### config.mk
export PLATFORM = sky130hd
export DESIGN_NAME = bsg_nonsynth_mem_1r1w_sync_req_adapter
export DESIGN_NICKNAME = d
export VERILOG_FILES = /design/src/rtl/bsg_nonsynth_mem_1r1w_sync_req_adapter.sv
export SDC_FILE = /design/constraint.sdc
export NUM_CORES = 1
export LEC_CHECK = 0
export ABC_AREA = 1
export CORE_MARGIN = 8
export CORE_UTILIZATION = 52
export DETAILED_ROUTE_END_ITERATION = 10
export PLACE_DENSITY = 0.87
export SLEW_MARGIN = 0
export SYNTH_ARGS = -nofsm -noshare
export SYNTH_HDL_FRONTEND = slang
export SYNTH_HIERARCHICAL = 1
export SYNTH_SLANG_ARGS = --single-unit
### constraint.sdc
create_clock -name clk_i -period 4.99 [get_ports clk_i]
set_clock_uncertainty 0.05 [all_clocks]
set_input_delay 0.998 -clock clk_i [delete_from_list [all_inputs] [get_ports clk_i]]
set_output_delay 0.998 -clock clk_i [all_outputs]
set_load 0.01 [all_outputs]
### src/rtl/bsg_nonsynth_mem_1r1w_sync_req_adapter.sv
// Request front-end for a nonsynthesizable 1r1w synchronous byte-masked memory.
// Read and write requests arrive over valid/ready and go straight to the memory ports.
// Read data returns one cycle after issue, is queued in an in-order response FIFO,
// and is handed back over valid/yumi. A credit check (queued + in flight) keeps a
// FIFO slot reserved for every read that is issued.

module bsg_nonsynth_mem_1r1w_sync_req_adapter #(
    parameter int width_p       = 32,
    parameter int els_p         = 16,
    parameter int resp_els_p    = 4,
    localparam int addr_width_lp = (els_p > 1) ? $clog2(els_p) : 1,
    localparam int mask_width_lp = width_p >> 3,
    localparam int cnt_width_lp  = $clog2(resp_els_p + 1),
    localparam int ptr_width_lp  = (resp_els_p > 1) ? $clog2(resp_els_p) : 1
) (
    input  logic                     clk_i,
    input  logic                     reset_i,

    input  logic                     v_i,
    input  logic                     w_i,
    input  logic [addr_width_lp-1:0] addr_i,
    input  logic [width_p-1:0]       data_i,
    input  logic [mask_width_lp-1:0] mask_i,
    output logic                     ready_o,

    output logic [width_p-1:0]       data_o,
    output logic                     v_o,
    input  logic                     yumi_i,

    output logic                     mem_r_v_o,
    output logic [addr_width_lp-1:0] mem_r_addr_o,
    output logic                     mem_w_v_o,
    output logic [addr_width_lp-1:0] mem_w_addr_o,
    output logic [width_p-1:0]       mem_w_data_o,
    output logic [mask_width_lp-1:0] mem_w_mask_o,
    input  logic [width_p-1:0]       mem_data_i
);

    localparam int sum_width_lp = cnt_width_lp + 1;

    // Advance a FIFO pointer, wrapping at resp_els_p (depth need not be a power of two).
    function automatic logic [ptr_width_lp-1:0] ptr_inc(input logic [ptr_width_lp-1:0] p);
        if (p == ptr_width_lp'(resp_els_p - 1)) begin
            return '0;
        end else begin
            return p + ptr_width_lp'(1);
        end
    endfunction

    logic                    r_pending;
    logic [cnt_width_lp-1:0] r_count;
    logic [ptr_width_lp-1:0] r_rd_ptr;
    logic [ptr_width_lp-1:0] r_wr_ptr;
    logic [width_p-1:0]      r_fifo [resp_els_p];

    logic                    w_credit_ok;
    logic                    w_ready;
    logic                    w_rd_fire;
    logic                    w_wr_fire;
    logic                    w_resp_v;
    logic                    w_deq;

    // Credit, handshake and response-side combinational decode; credit uses registered state only.
    always_comb begin
        w_credit_ok = (sum_width_lp'(r_count) + sum_width_lp'(r_pending))
                      < sum_width_lp'(resp_els_p);
        w_ready     = ~reset_i & w_credit_ok;
        w_rd_fire   = v_i & w_ready & ~w_i;
        w_wr_fire   = v_i & w_ready & w_i;
        w_resp_v    = ~reset_i & (r_count != cnt_width_lp'(0));
        w_deq       = yumi_i & w_resp_v;
    end

    // Drive handshake, response and memory-port outputs straight from the decode.
    always_comb begin
        ready_o      = w_ready;
        v_o          = w_resp_v;
        data_o       = r_fifo[r_rd_ptr];
        mem_r_v_o    = w_rd_fire;
        mem_r_addr_o = addr_i;
        mem_w_v_o    = w_wr_fire;
        mem_w_addr_o = addr_i;
        mem_w_data_o = data_i;
        mem_w_mask_o = mask_i;
    end

    // In-flight flag, FIFO pointers and occupancy; reset discards queued and in-flight reads.
    always_ff @(posedge clk_i) begin
        if (reset_i) begin
            r_pending <= 1'b0;
            r_count   <= '0;
            r_rd_ptr  <= '0;
            r_wr_ptr  <= '0;
        end else begin
            r_pending <= w_rd_fire;
            if (r_pending) begin
                r_wr_ptr <= ptr_inc(r_wr_ptr);
            end else begin
                r_wr_ptr <= r_wr_ptr;
            end
            if (w_deq) begin
                r_rd_ptr <= ptr_inc(r_rd_ptr);
            end else begin
                r_rd_ptr <= r_rd_ptr;
            end
            r_count <= r_count + cnt_width_lp'(r_pending) - cnt_width_lp'(w_deq);
        end
    end

    // Capture memory read data into the FIFO in the cycle after the read was issued.
    always_ff @(posedge clk_i) begin
        if (!reset_i && r_pending) begin
            r_fifo[r_wr_ptr] <= mem_data_i;
        end
    end

`ifndef SYNTHESIS
    bsg_nonsynth_mem_1r1w_sync_req_adapter_checker #(
        .resp_els_p   (resp_els_p),
        .cnt_width_lp (cnt_width_lp)
    ) checker_inst (
        .clk_i     (clk_i),
        .reset_i   (reset_i),
        .yumi_i    (yumi_i),
        .v_o       (w_resp_v),
        .count_i   (r_count),
        .pending_i (r_pending)
    );
`endif

endmodule

// Protocol and credit invariants for the request adapter.
module bsg_nonsynth_mem_1r1w_sync_req_adapter_checker #(
    parameter int resp_els_p   = 4,
    parameter int cnt_width_lp = 3
) (
    input logic                    clk_i,
    input logic                    reset_i,
    input logic                    yumi_i,
    input logic                    v_o,
    input logic [cnt_width_lp-1:0] count_i,
    input logic                    pending_i
);

    a_yumi_needs_valid: assert property (@(posedge clk_i) disable iff (reset_i)
        yumi_i |-> v_o)
        else $error("adapter: yumi_i asserted while v_o is low");

    a_credit_bound: assert property (@(posedge clk_i) disable iff (reset_i)
        ((cnt_width_lp + 1)'(count_i) + (cnt_width_lp + 1)'(pending_i))
            <= (cnt_width_lp + 1)'(resp_els_p))
        else $error("adapter: queued plus in-flight reads exceed FIFO depth");

endmodule

**Word level (Yosys, flattened, before mapping)**

Memory sizes are Yosys's and may differ from the RTL's. A register that Yosys moved wholly into a read port is not among the register bits.
Index checks and enable logic that the tools add are counted.

- Register bits after elaboration: 8
- Bits in writable memories: 128
- Input bits: 77
- Memories kept: 1

Memories:

| name | depth | width | rd ports | clocked after memory_dff | wr ports | RTL line | RTL |
|---|---|---|---|---|---|---|---|
| r_fifo | 4 | 32 | 1 | 1 | 1 | 54 | `logic [width_p-1:0] r_fifo [resp_els_p];` |

- $add $sub $neg: 5
- Magnitude comparators: 1
- Equal/unequal tests: 2
- Mux-type cells: 6
- Bitwise gates (word level): 8
- Reduce and logical (&&, ||, !) cells: 3

Operator list:

| kind | number |
|---|---|
| 2-bit two-way mux | 4 |
| 1-bit bitwise AND | 6 |
| 2-bit by 1-bit adder with 2-bit output, second input constant | 2 |
| 3-bit by 1-bit adder with 4-bit output | 1 |
| 2-bit equality test, second input constant | 2 |
| 4-bit by 3-bit < comparator with 1-bit output, second input constant | 1 |
| 3-bit by 1-bit adder with 3-bit output | 1 |
| 3-bit nonzero test | 1 |
| 3-bit by 1-bit subtractor with 3-bit output | 1 |
| 1-bit two-way mux | 2 |
| 1-bit inverter | 2 |
| 1-bit logical AND | 1 |
| 1-bit logical NOT | 1 |

**Depth between registers and ports, before layout**

Gate-level depths: netlist of run 1.

- Depth in word-level cells: 5
- Mapped depth: 11

**Worst setup path after synthesis of run 1**

OpenSTA, ideal clock, no wires.

- Kind: input -> register
- Start point: input port reset_i
- End point: memory r_fifo[0][0] (enable)
- Library setup time: 0.421 ns
- Data arrival time: 2.585 ns
- Slack: 1.934 ns
- Stages on the path: 3
- Path buffers: 0
- Cell sequence: inv_1 nand2_1 nor2_1

- Cells in the longest elaborated chain, start to end: 4

RTL lines:

| what | RTL line | RTL |
|---|---|---|
| from (decl) | 17 | `input logic reset_i,` |
| 1-bit logical NOT | 112 | `if (!reset_i && r_pending) begin` |
| 1-bit logical AND | 112 |  |
| 1-bit two-way mux | 112 |  |
| 1-bit two-way mux (not written as such) | 113 | `r_fifo[r_wr_ptr] <= mem_data_i;` |
| to (decl) | 54 |  |

Every way passes these cells.

==> implementation parameters, run 1 <==
Parameter                              Value

Clock tree
  Gates resized, CTS repair    0
  Clock tree from TritonCTS    built
  Reg clk slew, reported paths    0.06 ns
  Number of buffers inserted during clock tree synthesis    17
  Number of buffers added to fix hold violations after cts    0
  Clock insertion delay at the later pin of the skew report    0.51 ns
  CTS H-Tree Depth    4
  Buffers inserted by post-CTS timing repair    0
  CTS Root Buffer Type    sky130_fd_sc_hd__clkbuf_8
  Clock sink count    138
  Buffer levels on the longest clock path    2

Global routing
  Global route total overflow    0
  Largest net degree at the start of global routing    65
  First-pass GRT wire length    18.1 mm
  Initial antenna violation count    0
  Vias in the first global route    3568
  Tot GR Track Use    0.164

Final layout
  Layout Nets    540
  ANT cells    0
  Area taken by flip-flops and latches    0.00405 mm2
  Core Util, Final    0.623
  Layout fillers    810
  Fraction of final layout cells sized beyond drive strength 1    0.0792
  Footprint of the multi-input gates    0.00107 mm2
  Layout area overhead    18.5%

STA
  Unrepaired setup endpoints after global routing    no
  Final worst-path cycle share    0.768
  Final hold slack    0.480 ns
  Final Max Tran Viols    0
  Setup-violating endpoint count in the final report    0
  Relative max-transition margin    0.278
  Time the worst path needs with I/O delays and setup    3.83 ns
  Achievable clock frequency    261 MHz
  Number of hold violations in the final report    0
  Slew at the pin closest to its max-slew limit    1.08 ns
  Total negative setup slack    0 ns

Detailed routing
  Vias per Instance    5.45
  Post-route antenna net violation count    0
  Final WL    11.7 mm
  Length of the first detailed-routing pass in iterations    4
  Violation count after the first detailed-route iteration    221
  Overall via count from detail_route    3308
  Wirelength per Cell    19.2 um
  DRC violation count after routing    0

Die
  Number of standard-cell rows in the floorplan    38
  Vertical die dimension    120 um
  Effective utilization at floorplan    0.526
  Die Footprint    0.0145 mm2
  Horizontal die dimension    120 um
  Core area    0.0107 mm2
  Number of primary I/O pins    157

Worst setup path
  Reg2reg path depth    2
  Crit path depth    5
  Worst path top cell family by delay    buffers and inverters
  Category of the worst setup path capture point    primary output
  Worst Path Class, Setup    reg -> out
  Biggest fanout along the worst timing path    32
  Maximum cell stage delay along the critical path    0.60 ns
  Chain of cells forming the critical path    buf_4, inv_2, o21ai_1, o22ai_1, clkdlybuf4s50_1
  Startpoint class of the critical path    register
  Number of buffers and inverters on the critical path    3
  Required arrival time at the worst endpoint    3.94 ns
  Arrival time at the worst endpoint    2.78 ns
  Worst-path cell with the longest stage delay    sky130_fd_sc_hd__clkdlybuf4s50_1

Logic synthesis
  Top cell type's share of synthesized area    0.680
  Synthesis Warnings    6
  Number of enable flip-flop cells after synthesis    128
  Biggest area consumer among synthesized cells    sky130_fd_sc_hd__edfxtp_1
  Ys flop type    sky130_fd_sc_hd__edfxtp_1
  Post-Synthesis Cells    425
  Synth Register Bits    138
  Average size of a mapped cell    13.3 um2
  Most frequent cell after synthesis    sky130_fd_sc_hd__edfxtp_1
  Synth cell types    21
  Biggest area contributors in the synthesized netlist    sky130_fd_sc_hd__edfxtp_1 68%, sky130_fd_sc_hd__buf_4 6.2%, sky130_fd_sc_hd__nor2_1 5.2%, sky130_fd_sc_hd__dfxtp_1 3.5%, sky130_fd_sc_hd__o22ai_1 3.5%
  Post-synth ARST share    0
  Syn Std Cell Area    0.00565 mm2
  List of most frequent post-synthesis cells    128 x sky130_fd_sc_hd__edfxtp_1, 79 x sky130_fd_sc_hd__nor2_1, 47 x sky130_fd_sc_hd__buf_4, 36 x sky130_fd_sc_hd__o21ai_0, 32 x sky130_fd_sc_hd__o22ai_1
  Syn_nets    511
  Portion of the post-synthesis area used by sequential elements    0.716

Outcome
  Status    finished clean

Worst hold path
  Worst hold path stage count    2
  Worst min-delay path class    reg -> reg

Pwr
  Overall power of the completed layout    3.29 mW
  Max rail drop VDD    276 uV
  Power per unit of standard cell area    491 mW/mm2
  Pleak    2.30 nW

Placement
  Number of input and output port buffers inserted    72
  Detailed-placement wirelength estimate    7.03 mm
  Final weighted congestion in routability-driven placement    0.720

Flow run
  # Max-Cap Violations    0
==> registers in the layout (all words and copies together) (netlist names), named ones only <==
name / count
r_pending: 1
r_count: 3
r_wr_ptr: 2
r_rd_ptr: 2
r_fifo: 128
==> kinds of logic (layout without fill, tap and decap cells) <==
group / after synthesis / count (layout) / share of synthesized area
adder cells (fa/ha/maj): 9 / 9 / 0.0213
flip-flops: 138 / 138 / 0.716
XOR/XNOR: 1 / 1 / 0.00155
AO/OA/AOI/OAI: 99 / 99 / 0.0952
buffers and inverters: 82 / 124 / 0.101
AND/OR/NAND/NOR: 96 / 96 / 0.0658
==> metrics by stage <==
stage	area, um2	setup slack [ns]	instances
after global routing	6700	0.959	607
after floorplan	5650	1.93	425
after CTS	6700	1.13	607
after global placement	6100	1.35	575
after detailed placement	6100	1.25	575
final	6700	1.16	607
==> area by class of cell <==
class | instances | share of cell area
clock buffers | 19 | 0.0630
well taps | 140 | 0.0262
flip-flops and latches | 138 | 0.604
inverters | 18 | 0.0112
clock inverters | 13 | 0.0263
multi-input cells | 205 | 0.160
repair buffers | 74 | 0.110
==> cell usage in the layout, fill, tap and decap left out, types with 5 or more instances in the layout <==
cell type / count
sky130_fd_sc_hd__o21ai_0: 36
sky130_fd_sc_hd__clkdlybuf4s50_1: 72
sky130_fd_sc_hd__nand3_1: 5
sky130_fd_sc_hd__nor2_1: 75
sky130_fd_sc_hd__edfxtp_1: 128
sky130_fd_sc_hd__nand2_1: 10
sky130_fd_sc_hd__o22ai_1: 32
sky130_fd_sc_hd__ha_1: 8
sky130_fd_sc_hd__inv_1: 16
sky130_fd_sc_hd__dfxtp_1: 9
sky130_fd_sc_hd__clkbuf_16: 16
sky130_fd_sc_hd__o21ai_1: 28
==> layer usage <==
metal / vias to the layer above / routed length, um / global-route usage
li1: 1553 / - / -
met1: 1592 / 4380 / 0.170
met2: 119 / 5870 / 0.282
met3: 44 / 913 / 0.0494
met4: 0 / 516 / 0.115
met5: - / 0 / 0
==> report_power, final <==
group	internal, mW	leakage (nW)	switching (mW)
Sequential	1.30	1.23	0.0550
Combinational	0.328	0.771	0.368
Clock	0.806	0.291	0.438
Total	2.43	2.30	0.861
==> worst reg2reg max path, cell delays in order (launching register included) <==
cell and delay, ns:
sky130_fd_sc_hd__dfxtp_1 0.51, sky130_fd_sc_hd__nand2_1 0.31, sky130_fd_sc_hd__nor2_4 0.89
==> final timing paths <==
kind,startpoint,end,slack (ns)
setup / recovery,register,data_o[27],1.16
hold / removal,r_rd_ptr[0]$_SDFFE_PP0N_,register,0.48
setup reg to reg,r_pending$_SDFF_PP0_,r_fifo[1][12]$_DFFE_PP_,2.82
hold reg to reg,r_rd_ptr[0]$_SDFFE_PP0N_,register,0.48
Note: power is estimated with default switching activity, not from simulation.
==> run 2: changes to the inputs <==
--- a/config.mk
+++ b/config.mk
@@ -7,9 +7,9 @@
 export LEC_CHECK = 0
 export ABC_AREA = 1
 export CORE_MARGIN = 8
-export CORE_UTILIZATION = 52
+export CORE_UTILIZATION = 48
 export DETAILED_ROUTE_END_ITERATION = 10
-export PLACE_DENSITY = 0.87
+export PLACE_DENSITY = 0.81
 export SLEW_MARGIN = 0
 export SYNTH_ARGS = -nofsm -noshare
 export SYNTH_HDL_FRONTEND = slang
==> constraint.sdc (replaced) <==
create_clock -name clk_i -period 3.6 [get_ports clk_i]
set_clock_uncertainty 0.05 [all_clocks]
set_input_delay 0.72 -clock clk_i [delete_from_list [all_inputs] [get_ports clk_i]]
set_output_delay 0.72 -clock clk_i [all_outputs]
set_load 0.01 [all_outputs]
==> run 2 against run 1 <==
Critical path depth shrank 1. Die area grew 7.2%. Flip-flop and latch count is the same. Design area grew 2.1%. Cell count grew 1.6%. Clock-buffer cell count shrank 1.
==> implementation parameters, run 2 (synthesis results as in run 1) <==
Parameter                              Value

Worst setup path
  Worst reg-to-reg setup slack    1.51 ns (-1.31 ns)
  Reg-to-reg endpoint    r_count[2]$_SDFF_PP0_
  Startpoint of the most critical register-to-register path    r_count[1]$_SDFF_PP0_
  Chain of cells forming the critical path    buf_4, o21ai_0, o22ai_1, clkdlybuf4s50_1
  Reg2reg path depth    11 (+9)
  Required arrival time at the worst endpoint    2.83 ns (-1.11 ns)
  Arrival time at the worst endpoint    2.48 ns (-0.30 ns)
  Category of the worst setup path capture point    primary output
  Worst Path Class, Setup    reg -> out
  Biggest fanout along the worst timing path    35 (+9.4%)
  Worst-path cell with the longest stage delay    sky130_fd_sc_hd__dfxtp_2
  Maximum cell stage delay along the critical path    0.82 ns (+0.22 ns)
  Critical path capture point    data_o[15]
  Startpoint class of the critical path    register

STA
  Final Max Tran Viols    0 (unchanged)
  Final worst-path cycle share    0.903
  Unrepaired setup endpoints after global routing    no
  Number of hold violations in the final report    0 (unchanged)
  Time the worst path needs with I/O delays and setup    3.25 ns
  Achievable clock frequency    308 MHz
  Relative max-transition margin    0.499 (+0.221)
  Slew at the pin closest to its max-slew limit    0.751 ns (-0.329 ns)
  Total negative setup slack    0 ns (unchanged)
  Setup-violating endpoint count in the final report    0 (unchanged)

Detailed routing
  Violation count after the first detailed-route iteration    225 (+1.8%)
  Final WL    11.8 mm (+1.4%)
  Vias per Instance    5.43 (-0.43%)
  Length of the first detailed-routing pass in iterations    5 (+1)
  Post-route antenna net violation count    0 (unchanged)
  DRC violation count after routing    0 (unchanged)
  Overall via count from detail_route    3348 (+1.2%)
  Wirelength per Cell    19.2 um (-0.23%)

Placement
  Post-detailed-placement cell area    0.00618 mm2 (+1.3%)
  Detailed-placement wirelength estimate    7.27 mm (+3.5%)
  Number of input and output port buffers inserted    72 (unchanged)
  Final weighted congestion in routability-driven placement    0.738 (+2.6%)

Clock tree
  Buffer levels on the longest clock path    2 (unchanged)
  Reg clk slew, reported paths    0.06 ns (about the same)
  Clock insertion delay at the later pin of the skew report    0.41 ns (-0.10 ns)
  Number of buffers inserted during clock tree synthesis    17 (unchanged)
  Clock tree from TritonCTS    built
  Number of buffers added to fix hold violations after cts    0 (unchanged)
  Buffers inserted by post-CTS timing repair    0 (unchanged)
  CTS Root Buffer Type    sky130_fd_sc_hd__clkbuf_16
  CTS H-Tree Depth    4 (unchanged)
  Gates resized, CTS repair    0 (unchanged)
  Clock sink count    138 (unchanged)

Final layout
  Layout Nets    547 (+1.3%)
  Layout fillers    855 (+5.6%)
  Layout area overhead    21.0%
  Commonest non-fill, non-tap cell in the layout    sky130_fd_sc_hd__edfxtp_1
  Flip-flop count of the largest register, all copies and words added    128 (unchanged)
  Fraction of final layout cells sized beyond drive strength 1    0.0928 (+0.0136)
  Commonest cells after routing, fill and taps aside    128 x sky130_fd_sc_hd__edfxtp_1, 75 x sky130_fd_sc_hd__nor2_1, 72 x sky130_fd_sc_hd__clkdlybuf4s50_1, 36 x sky130_fd_sc_hd__o21ai_0, 32 x sky130_fd_sc_hd__o22ai_1
  Largest Register    r_fifo
  Non-Filler Cell Area, Final    0.00684 mm2 (+2.1%)
  Footprint of the multi-input gates    0.00107 mm2 (unchanged)
  ANT cells    0 (unchanged)
  Top Registers    r_fifo (128), r_count (3)
  Area taken by flip-flops and latches    0.00405 mm2 (unchanged)

Flow run
  # Max-Cap Violations    0 (unchanged)

Global routing
  First-pass GRT wire length    18.4 mm (+1.5%)
  Largest net degree at the start of global routing    65 (unchanged)
  Global route total overflow    0 (unchanged)
  Tot GR Track Use    0.153 (-0.0116)
  Initial antenna violation count    0 (unchanged)
  Vias in the first global route    3508 (-1.7%)

Die
  Effective utilization at floorplan    0.493 (-0.0331)
  Horizontal die dimension    124 um (+3.5%)
  Core area    0.0115 mm2 (+6.7%)
  Die Footprint    0.0155 mm2 (+7.2%)
  Vertical die dimension    124 um (+3.5%)
  Number of standard-cell rows in the floorplan    39 (+2.6%)
  Number of primary I/O pins    157 (unchanged)

Pwr
  Overall power of the completed layout    4.75 mW (+44%)
  Max rail drop VDD    464 uV (+68%)
  Power per unit of standard cell area    695 mW/mm2 (+41%)
  Pleak    2.37 nW (+3.0%)

Worst hold path
  Worst min-delay path class    reg -> reg

Outcome
  Status    finished clean
run 2: layer usage:
layer  share of wire  GRT usage  up-vias
li1                -          -     1568
met1            0.38      0.157     1599
met2            0.50      0.259      121
met3           0.074     0.0553       60
met4           0.042     0.0971        0
met5               0          0        -
run 2: worst min path at each step:
stage                             start                  endpoint  slack [ns]  depth (start not counted)
6_report       r_rd_ptr[1]$_SDFFE_PP0N_                  register        0.48                          2
5_1_grt        r_rd_ptr[1]$_SDFFE_PP0N_  r_rd_ptr[1]$_SDFFE_PP0N_        0.50                          2
4_1_cts        r_rd_ptr[1]$_SDFFE_PP0N_  r_rd_ptr[1]$_SDFFE_PP0N_        0.48                          2
3_5_place_dp   r_rd_ptr[1]$_SDFFE_PP0N_                  register        0.47                          2
3_3_place_gp   r_rd_ptr[1]$_SDFFE_PP0N_  r_rd_ptr[1]$_SDFFE_PP0N_        0.44                          2
2_1_floorplan  r_rd_ptr[1]$_SDFFE_PP0N_                  register        0.41                          2
run 2: metrics by stage:
step	util	hold WS, ns	setup WS [ns]	cells
after floorplan	-	0.412	0.822	425
after global placement	0.539	0.444	0.521	585
after detailed placement	0.539	0.468	0.468	585
after CTS	0.596	0.477	0.299	617
after global routing	0.596	0.498	0.189	617
final	0.596	0.478	0.350	617
run 2: final cells by class:
cell class,count,share of cell area
well taps,143,0.0262
clock inverters,14,0.0331
repair buffers,81,0.119
inverters,18,0.0110
clock buffers,18,0.0628
flip-flops and latches,138,0.592
multi-input cells,205,0.156
run 2: critical path, delay by kind of cell, from the launching register on:
family	cells	cell delay, ns
buf+inv	2	0.91
flops	1	0.82
compound gates	2	0.35
run 2: report_power, final:
| group | total (mW) | switching (mW) | leakage, nW | internal (mW) |
|---|---|---|---|---|
| sequential | 1.87 | 0.0765 | 1.23 | 1.80 |
| clock | 1.90 | 0.614 | 0.316 | 1.29 |
| combinational | 0.977 | 0.514 | 0.814 | 0.462 |
